**config.mk**
```make
export PLATFORM = sky130hd
export DESIGN_NAME = mult_arbiter
export DESIGN_NICKNAME = d
export VERILOG_FILES = /design/src/rtl/mult_arbiter.sv
export SDC_FILE = /design/constraint.sdc
export NUM_CORES = 1
export LEC_CHECK = 0
export ABC_AREA = 1
export BUFFER_PORTS_ARGS = -buffer_cell sky130_fd_sc_hd__buf_2
export CAP_MARGIN = 20
export CORE_UTILIZATION = 46
export DETAILED_ROUTE_END_ITERATION = 8
export HOLD_SLACK_MARGIN = 0.06
export PLACE_DENSITY = 0.8
export SLEW_MARGIN = 20
export SYNTH_ARGS = -nofsm -noshare
export SYNTH_HDL_FRONTEND = slang
export SYNTH_SLANG_ARGS = --single-unit
```
**constraint.sdc**
```tcl
create_clock -name clk -period 1.26 [get_ports clk]
set_input_delay 0.063 -clock clk [delete_from_list [all_inputs] [get_ports clk]]
set_output_delay 0.063 -clock clk [all_outputs]
set_load 0.005 [all_outputs]
```
**src/rtl/mult_arbiter.sv**
```systemverilog
// Two-requester round-robin front end for one shared, externally pipelined multiplier.
// Exactly one operation is in flight; the product is captured MULT_LAT+1 edges after accept.
module mult_arbiter #(
  parameter int M        = 8,
  parameter int MULT_LAT = 1
) (
  input  logic           clk,
  input  logic           rst_n,
  input  logic           req0_valid,
  input  logic [M-1:0]   req0_a,
  input  logic [M-1:0]   req0_b,
  input  logic           req1_valid,
  input  logic [M-1:0]   req1_a,
  input  logic [M-1:0]   req1_b,
  output logic           req0_ready,
  output logic           req1_ready,
  output logic [M-1:0]   mult_a,
  output logic [M-1:0]   mult_b,
  input  logic [2*M-1:0] mult_p,
  output logic           rsp_valid,
  output logic           rsp_id,
  output logic [2*M-1:0] rsp_p,
  output logic           busy
);

  localparam int CW = $clog2(MULT_LAT + 2);
  localparam logic [CW-1:0] CNT_LAST = CW'(MULT_LAT);

  typedef enum logic {
    ST_IDLE = 1'b0,
    ST_WAIT = 1'b1
  } state_e;

  state_e          state_q;
  logic [CW-1:0]   cnt_q;
  logic            owner_q;
  logic            last_grant_q;
  logic [M-1:0]    mult_a_q;
  logic [M-1:0]    mult_b_q;
  logic [2*M-1:0]  rsp_p_q;
  logic            rsp_id_q;
  logic            rsp_valid_q;

  logic            gnt_vld_d;
  logic            gnt_id_d;
  logic [M-1:0]    gnt_a_d;
  logic [M-1:0]    gnt_b_d;

  // Round-robin grant: on a tie the requester not served last wins.
  always_comb begin
    gnt_vld_d = 1'b0;
    gnt_id_d  = 1'b0;
    if (req0_valid && req1_valid) begin
      gnt_vld_d = 1'b1;
      gnt_id_d  = ~last_grant_q;
    end else if (req0_valid) begin
      gnt_vld_d = 1'b1;
      gnt_id_d  = 1'b0;
    end else if (req1_valid) begin
      gnt_vld_d = 1'b1;
      gnt_id_d  = 1'b1;
    end else begin
      gnt_vld_d = 1'b0;
      gnt_id_d  = 1'b0;
    end
  end

  // Operand select for the granted requester.
  always_comb begin
    gnt_a_d = req0_a;
    gnt_b_d = req0_b;
    if (gnt_id_d) begin
      gnt_a_d = req1_a;
      gnt_b_d = req1_b;
    end else begin
      gnt_a_d = req0_a;
      gnt_b_d = req0_b;
    end
  end

  assign req0_ready = (state_q == ST_IDLE) && gnt_vld_d && !gnt_id_d;
  assign req1_ready = (state_q == ST_IDLE) && gnt_vld_d &&  gnt_id_d;

  // Issue/wait FSM with registered operand and result outputs.
  always_ff @(posedge clk or negedge rst_n) begin
    if (!rst_n) begin
      state_q      <= ST_IDLE;
      cnt_q        <= '0;
      owner_q      <= 1'b0;
      last_grant_q <= 1'b1;
      mult_a_q     <= '0;
      mult_b_q     <= '0;
      rsp_p_q      <= '0;
      rsp_id_q     <= 1'b0;
      rsp_valid_q  <= 1'b0;
    end else begin
      rsp_valid_q <= 1'b0;
      case (state_q)
        ST_IDLE: begin
          if (gnt_vld_d) begin
            mult_a_q     <= gnt_a_d;
            mult_b_q     <= gnt_b_d;
            owner_q      <= gnt_id_d;
            last_grant_q <= gnt_id_d;
            cnt_q        <= '0;
            state_q      <= ST_WAIT;
          end else begin
            state_q <= ST_IDLE;
          end
        end
        ST_WAIT: begin
          // cnt_q counts edges spent in WAIT; the multiplier output is settled once it reaches MULT_LAT.
          if (cnt_q == CNT_LAST) begin
            rsp_p_q     <= mult_p;
            rsp_id_q    <= owner_q;
            rsp_valid_q <= 1'b1;
            state_q     <= ST_IDLE;
          end else begin
            cnt_q <= cnt_q + CW'(1);
          end
        end
        default: begin
          state_q <= ST_IDLE;
        end
      endcase
    end
  end

  assign mult_a    = mult_a_q;
  assign mult_b    = mult_b_q;
  assign rsp_p     = rsp_p_q;
  assign rsp_id    = rsp_id_q;
  assign rsp_valid = rsp_valid_q;
  assign busy      = (state_q == ST_WAIT);

endmodule

```
==> summary.md, run 1 <==
| Metric | Value |
|---|---|
| Drt first pass iters | 4 |
| Total Nets Final | 407 |
| Proportion of synthesized area in mux cells | 0 |
| Site Rows | 22 |
| Sum of negative setup slack | 0 ps |
| Largest family of logic cells by synthesized area | simple AND/OR/NAND/NOR gates |
| Arrival @ worst endpoint | 1200 ps |
| Placed cells | 372 |
| Wire length of the first global-routing pass | 7.486 mm |
| RSZ-0062 raised after global routing | yes |
| P&R area growth vs syn | 46.25% |
| Clock buffer count from CTS | 5 |
| Cell area after placement | 2340 um^2 |
| Result of the run | finished, final reports clean |
| Height of the die | 65.43 um |
| Library cell contributing the largest single delay on the critical path | dfstp_2 |
| WP buf/inv | 2 |
| Via count of the first global-routing pass | 1696 |
| Cell chain of the critical path | nand2_4, nand2_8, inv_2, nor2_2, buf_2 |
| Register area | 978.4 um^2 |
| Post-route cell area | 2706 um^2 |
| Transition time at the pin with the least slew margin | 424.4 ps |
| Post-synthesis instance area | 1851 um^2 |
| Highest Clock Rate | 794.7 MHz |
| Period minus WS final | 1258 ps |
| Post-Synth Adder-Cell Area | 0.006761 |
| Synthesized flop and latch total | 39 |
| Routed wirelength normalized by instance count | 10.96 um |
| Port-buffer cells | 88 |
| CP Launch Type | register |
| Power density over cell area | 2120 nW/um^2 |
| Crit Path Category | register to output pin |
| Remaining DRCs | 0 |
| Ports placed on the boundary | 89 |
| Synthesized Nets | 290 |
| Via-per-instance ratio | 4.593 |
| Number of max-slew violations in the final report | 0 |
| Cells after Synth | 237 |
| Effective utilization at floorplan | 0.4907 |
| Number of antenna violations at the first check in global routing | 0 |
| Buffer depth of the longest clock path | 2 |
| Final hold violation count | 0 |
| Power Total | 5.737 mW |
| Part of the cycle the worst path needs | 0.9987 |
| Estimated wirelength of the detail-placed design | 3.009 mm |
| Routed wire length | 4.416 mm |
| Area fraction in and, or, nand and nor cells after synthesis | 0.3367 |
| Largest clock skew in the final design | 1.877 ps |
| Overall die area | 4280 um^2 |
| Die width | 65.43 um |
| Drt initial violations | 75 |
| Clock Sinks | 39 |
| Delay contributed by the slowest stage of the critical path | 560 ps |
| Setup Viol. Count Final | 0 |
| Yosys cell types | 21 |
| Antenna Diode Count | 0 |
| Static Leak | 1.650 nW |
| Type of destination of the critical path | output pin |
| H-tree lvl count | 2 |
| Number of routed nets with antenna violations | 0 |
| Core utilization of the finished layout | 0.7177 |
| Highest fanout seen on the critical path | 4 |
| Slew HR | 0.7171 |
| Pin count of the biggest net entering global routing | 18 |
| Xor and xnor fraction of the mapped netlist area | 0 |
| TritonCTS clock tree | yes |
| Type of the tightest min-delay check | input port to register |
| Average instance area after synthesis | 7.808 um^2 |
| Filler Cell Count | 294 |
| Clk slew on worst S/H paths | 70 ps |
| Multi-input gate area in the final layout | 673.1 um^2 |
| Proportion of synthesized chip area in sequential cells | 0.5281 |
| Max-cap violations | 0 |
| Total overflow reported by the global router | 0 |
| Filler-free cell count of the finished design | 403 |
| Core area | 3771 um^2 |
| Layout cells sized above 1 | 0.3437 |
| Family with the most delay on the worst path | flip-flops |
| Fraction of the mapped netlist area in compound gates | 0.01014 |
| Vias after detailed routing | 1851 |
| Data required time of the worst path | 1200 ps |
| Clock latency on the worst-skew pair | 280 ps |
| Gp weighted congestion | 0.8002 |
| Number of warnings issued by yosys | 0 |
| Peak supply drop | 0.9456 mV |
| CTS Root Buffer Type | clkbuf_8 |
| GRT Resource Usage Total | 0.2299 |
==> routing by layer <==
layer / wire length (um) / GRT usage / vias up
met4: 51 / 0.05435 / 0
met3: 316 / 0.05208 / 6
met5: 0 / 0 / -
met1: 2020 / 0.2973 / 819
li1: - / - / 942
met2: 2028 / 0.3892 / 84
==> worst min-delay path: cells and delay by family <==
| kind | cells | cell delay [ps] |
|---|---|---|
| and+or+nand+nor | 3 | 160 |
| buffers and inverters | 2 | 100 |
==> through the flow <==
| step | worst slack, ps | hold WS, ps |
|---|---|---|
| after detailed placement | 19.17 | -56.19 |
| after global routing | -74.73 | 88.36 |
| final | 1.593 | 67.64 |
| after CTS | -18.11 | 63.23 |
| after floorplan | 94.84 | -232.6 |
| after global placement | 91.72 | -59.65 |
==> final timing paths <==
path / start / end / slack (ps) / cells after the start
setup reg to reg: last_grant_q / mult_a[4] / 90 / 6
min in group asynchronous: rst_n / rsp_p[2] / 170 / 2
hold / removal: req0_a[7] / mult_a[7] / 70 / 5
hold reg to reg: mult_a[0] / mult_a[0] / 480 / 2
setup / recovery: last_grant_q / req0_ready / 2 / 5
max in group asynchronous: rst_n / mult_a[5] / 610 / 3
==> cell usage after synthesis <==
master | number | area, um^2
ha_1 | 1 | 12.51
buf_6 | 3 | 33.78
buf_4 | 3 | 22.52
dfstp_2 | 1 | 26.28
dfrtp_1 | 38 | 950.9
nor2_2 | 1 | 6.260
or2_0 | 1 | 6.260
o21ai_1 | 1 | 5.000
nand2_2 | 1 | 6.260
or2_1 | 1 | 6.260
nor2_1 | 2 | 7.510
nor2_4 | 1 | 11.26
o21ai_2 | 1 | 8.760
nand2_1 | 103 | 386.6
o21ai_0 | 1 | 5.000
inv_1 | 37 | 138.9
inv_2 | 1 | 3.750
clkinv_2 | 1 | 5.000
buf_2 | 3 | 15.01
nand2_4 | 2 | 22.52
nand3_1 | 34 | 170.2
==> repair_timing <==
item / 4_1_cts / 5_1_grt
hold endpoints to repair: 55 / 0
hold buffers: 17 / 0
pin swaps: 1 / 1
buffers inserted: 4 / 3
gates resized for setup: 3 / 3
setup endpoints to repair: 2 / 24
==> cells in the final DEF (no fill, tap or decap), types with 2 or more instances in the layout <==
cell type      instances
buf_2                 88
buf_4                 13
clkbuf_8               6
dfrtp_1               37
dlygate4sd3_1         17
inv_1                 37
nand2_1              103
nand2_4                2
nand3_1               34
nor2_2                 2
==> state kept, by name (all words and copies together) (netlist names) <==
name,cells
rsp_id,1
last_grant_q,1
mult_a,8
rsp_p,16
cnt_q,2
owner_q,1
mult_b,8
busy,1
rsp_valid,1
==> area by class of cell <==
type	count	share of cell area
Tap cell	48	0.02219
Timing Repair Buffer	119	0.2691
Multi-Input combinational cell	150	0.2487
Inverter	39	0.05502
Sequential cell	39	0.3615
Clock inverter	2	0.01294
Clock buffer	6	0.03051
==> power by group <==
| group | internal [mW] | switching [mW] |
|---|---|---|
| Sequential | 1.89 | 0.350 |
| Clock | 0.640 | 0.415 |
| Combinational | 1.14 | 1.29 |
==> kinds of logic (layout without fill, tap and decap cells) <==
kind of cell,count (synthesis),after routing
DFF,39,39
AOI/OAI and AO/OA,3,3
buffers and inverters,48,166
and+or+nand+nor,146,146
adders and majority gates,1,1
Power figures use the tool's default switching activity.
==> run 2: changes to the inputs <==
--- a/config.mk
+++ b/config.mk
@@ -8,10 +8,12 @@
 export ABC_AREA = 1
 export BUFFER_PORTS_ARGS = -buffer_cell sky130_fd_sc_hd__buf_2
 export CAP_MARGIN = 20
-export CORE_UTILIZATION = 46
+export CELL_PAD_IN_SITES_DETAIL_PLACEMENT = 1
+export CELL_PAD_IN_SITES_GLOBAL_PLACEMENT = 1
+export CORE_UTILIZATION = 32
 export DETAILED_ROUTE_END_ITERATION = 8
 export HOLD_SLACK_MARGIN = 0.06
-export PLACE_DENSITY = 0.8
+export PLACE_DENSITY_LB_ADDON = 0.1
 export SLEW_MARGIN = 20
 export SYNTH_ARGS = -nofsm -noshare
 export SYNTH_HDL_FRONTEND = slang
==> run 2 against run 1 <==
Compared with the run above:
- combinational power rose by 2%
- highest routed layer unchanged
- critical endpoint unchanged
- total power fell by 3.9%
- largest power group unchanged
- global-route usage fell by 5.0 points
- via count rose by 1.1%
==> summary.md, run 2 (synthesized netlist as in run 1, its figures left out) <==
| Metric | Value |
|---|---|
| Via count of the first global-routing pass | 1843 (+8.7%) |
| Library cell contributing the largest single delay on the critical path | dfstp_2 |
| Final hold violation count | 0 (unchanged) |
| Buffer depth of the longest clock path | 2 (unchanged) |
| Routed wirelength normalized by instance count | 12.03 um (+9.7%) |
| Layout cells sized above 1 | 0.3315 (-0.01220) |
| Transition time at the pin with the least slew margin | 437.6 ps (+13.21 ps) |
| Pre-CTS setup slack | 30.33 ps (+11.15 ps) |
| Power density over cell area | 2027 nW/um^2 (-4.4%) |
| WP depth | 5 (unchanged) |
| Estimated wirelength of the detail-placed design | 3.535 mm (+17%) |
| Switching share of total power | 0.3778 (+0.01881) |
| Site Rows | 27 (+23%) |
| Max reg flops | 16 (unchanged) |
| Data required time of the worst path | 1200 ps (about the same) |
| Family with the most delay on the worst path | flip-flops |
| GRT Resource Usage Total | 0.1797 (-0.05015) |
| Type of the tightest min-delay check | input port to register |
| Filler-free cell count of the finished design | 428 (+6.2%) |
| Via-per-instance ratio | 4.371 (-4.8%) |
| Antenna Diode Count | 0 (unchanged) |
| Cell count of the worst hold path | 5 (unchanged) |
| Delay contributed by the slowest stage of the critical path | 560 ps (about the same) |
| Internal power | 3.432 mW (-6.7%) |
| Drt initial violations | 53 (-29%) |
| Cell area after placement | 2395 um^2 (+2.4%) |
| Die width | 78.05 um (+19%) |
| TritonCTS clock tree | yes |
| Worst Reg2Reg Path Length in Cells | 6 (unchanged) |
| Total Nets Final | 408 (+0.25%) |
| Placed cells | 396 (+6.5%) |
| Type of destination of the critical path | output pin |
| H-tree lvl count | 2 (unchanged) |
| Share of total power in the clock network | 0.148 (-0.036) |
| Clock Sinks | 39 (unchanged) |
| Multi-input gate area in the final layout | 668.1 um^2 (-0.74%) |
| Crit Path Category | register to output pin |
| Part of the cycle the worst path needs | 0.9984 (about the same) |
| Top library cells by usage in the layout, fill and taps aside | nand2_1 (103), buf_2 (88), inv_1 (37), dfrtp_1 (37), nand3_1 (34) |
| CP Launch Type | register |
| Sequential share of power | 0.400 (+0.009) |
| Routed wire length | 5.147 mm (+17%) |
| Effective utilization at floorplan | 0.3340 (-0.1567) |
| Highest fanout seen on the critical path | 4 (unchanged) |
| Peak supply drop | 0.5842 mV (-38%) |
| CTS Root Buffer Type | clkbuf_8 |
| Period minus WS final | 1258 ps (-0.4825 ps) |
| P&R area growth vs syn | 47.06% |
| Setup Viol. Count Final | 0 (unchanged) |
| NetSw | 2.084 mW (+1.2%) |
| Result of the run | finished, final reports clean |
| Slew HR | 0.7083 (-0.008768) |
| Vias after detailed routing | 1871 (+1.1%) |
| Number of max-slew violations in the final report | 0 (unchanged) |
| Pin count of the biggest net entering global routing | 23 (+5) |
| Core area | 5540 um^2 (+47%) |
| Clock buffer count from CTS | 5 (unchanged) |
| Arrival @ worst endpoint | 1190 ps (about the same) |
| Remaining DRCs | 0 (unchanged) |
| Most common cell after layout, fill and taps aside | nand2_1 |
| Post-route cell area | 2721 um^2 (+0.55%) |
| Setup WS post-layout | 2.075 ps (+0.4825 ps) |
| Largest clock skew in the final design | 8.764 ps (+6.887 ps) |
| Ports placed on the boundary | 89 (unchanged) |
| Number of antenna violations at the first check in global routing | 0 (unchanged) |
| RSZ-0062 raised after global routing | yes |
| WP buf/inv | 2 (unchanged) |
| Worst hold slack | 66.15 ps (-1.485 ps) |
| Total overflow reported by the global router | 0 (unchanged) |
| Highest Clock Rate | 795.0 MHz (about the same) |
| Number of routed nets with antenna violations | 0 (unchanged) |
| Gp weighted congestion | 0.7107 (-11%) |
| Wire length of the first global-routing pass | 8.528 mm (+14%) |
| Register area | 978.4 um^2 (unchanged) |
| Port-buffer cells | 88 (unchanged) |
| Drt first pass iters | 4 (unchanged) |
| Cell chain of the critical path | nand2_4, nand2_8, inv_2, nor2_1, buf_2 |
| Core utilization of the finished layout | 0.4912 (-0.2265) |
| Overall die area | 6091 um^2 (+42%) |
| Proportion of power drawn by combinational gates | 0.452 (+0.027) |
| Height of the die | 78.05 um (+19%) |
| Clk slew on worst S/H paths | 80 ps (about the same) |
| Filler Cell Count | 737 (+150%) |
| Static Leak | 1.643 nW (-0.39%) |
| Clock latency on the worst-skew pair | 290 ps (about the same) |
| Max-cap violations | 0 (unchanged) |
run 2: cell count changes in the layout (fill, tap and decap cells not counted):
cell,change
buf_12,+1
buf_4,-2
buf_6,+1
bufinv_16,-1
clkbuf_1,+2
clkbuf_8,-1
dlygate4sd3_1,+1
ha_1,+1
ha_2,-1
nor2_1,+1
nor2_2,-1
run 2: worst min-delay path: cells and delay by family:
| kind | cells | cell delay [ps] |
|---|---|---|
| buf+inv | 2 | 110 |
| simple gates | 3 | 160 |
run 2: per-layer routing:
metal	GRT usage	part of all wire
met1	0.2254	0.46
met2	0.3158	0.49
met3	0.03953	0.044
met4	0.03889	0.0091
met5	0	0
run 2: timing repair:
item | 4_1_cts | 5_1_grt
endpoints found under the hold margin | 34 | 0
setup endpoints to repair | 2 | 31
resized for setup | 3 | 2
buffers inserted | 3 | 3
pin swaps | 0 | 0
hold buffers | 18 | 0
run 2: through the flow:
step | TNS [ps] | total power [mW]
6_report | 0 | 5.515
3_5_place_dp | 0 | 4.584
3_3_place_gp | 0 | 4.508
2_1_floorplan | 0 | 3.532
4_1_cts | -22.19 | 5.544
5_1_grt | -287.1 | 6.023
run 2: final cells by class:
type	instances	area share
Tap cell	72	0.03310
Sequential cell	39	0.3595
Inverter	39	0.05471
Multi-Input combinational cell	150	0.2455
Timing Repair Buffer	120	0.2772
Clock buffer	7	0.02805
Clock inverter	1	0.001839
run 2: final timing paths:
check                             start          to  slack (ps)
setup / recovery           last_grant_q  req0_ready           2
hold / removal                req0_a[6]   mult_a[6]          70
setup reg to reg           last_grant_q   mult_a[5]          60
hold reg to reg               rsp_p[13]   rsp_p[13]         480
max in group asynchronous         rst_n    rsp_p[7]         530
min in group asynchronous         rst_n   mult_a[1]         260
run 2: power by group through the flow:
stage,registers (mW),logic [mW],clock network (mW)
2_1_floorplan,2.29,1.25,0
3_3_place_gp,2.25,2.26,0
3_5_place_dp,2.25,2.33,0
4_1_cts,2.21,2.48,0.853
5_1_grt,2.28,2.84,0.901
6_report,2.21,2.50,0.814
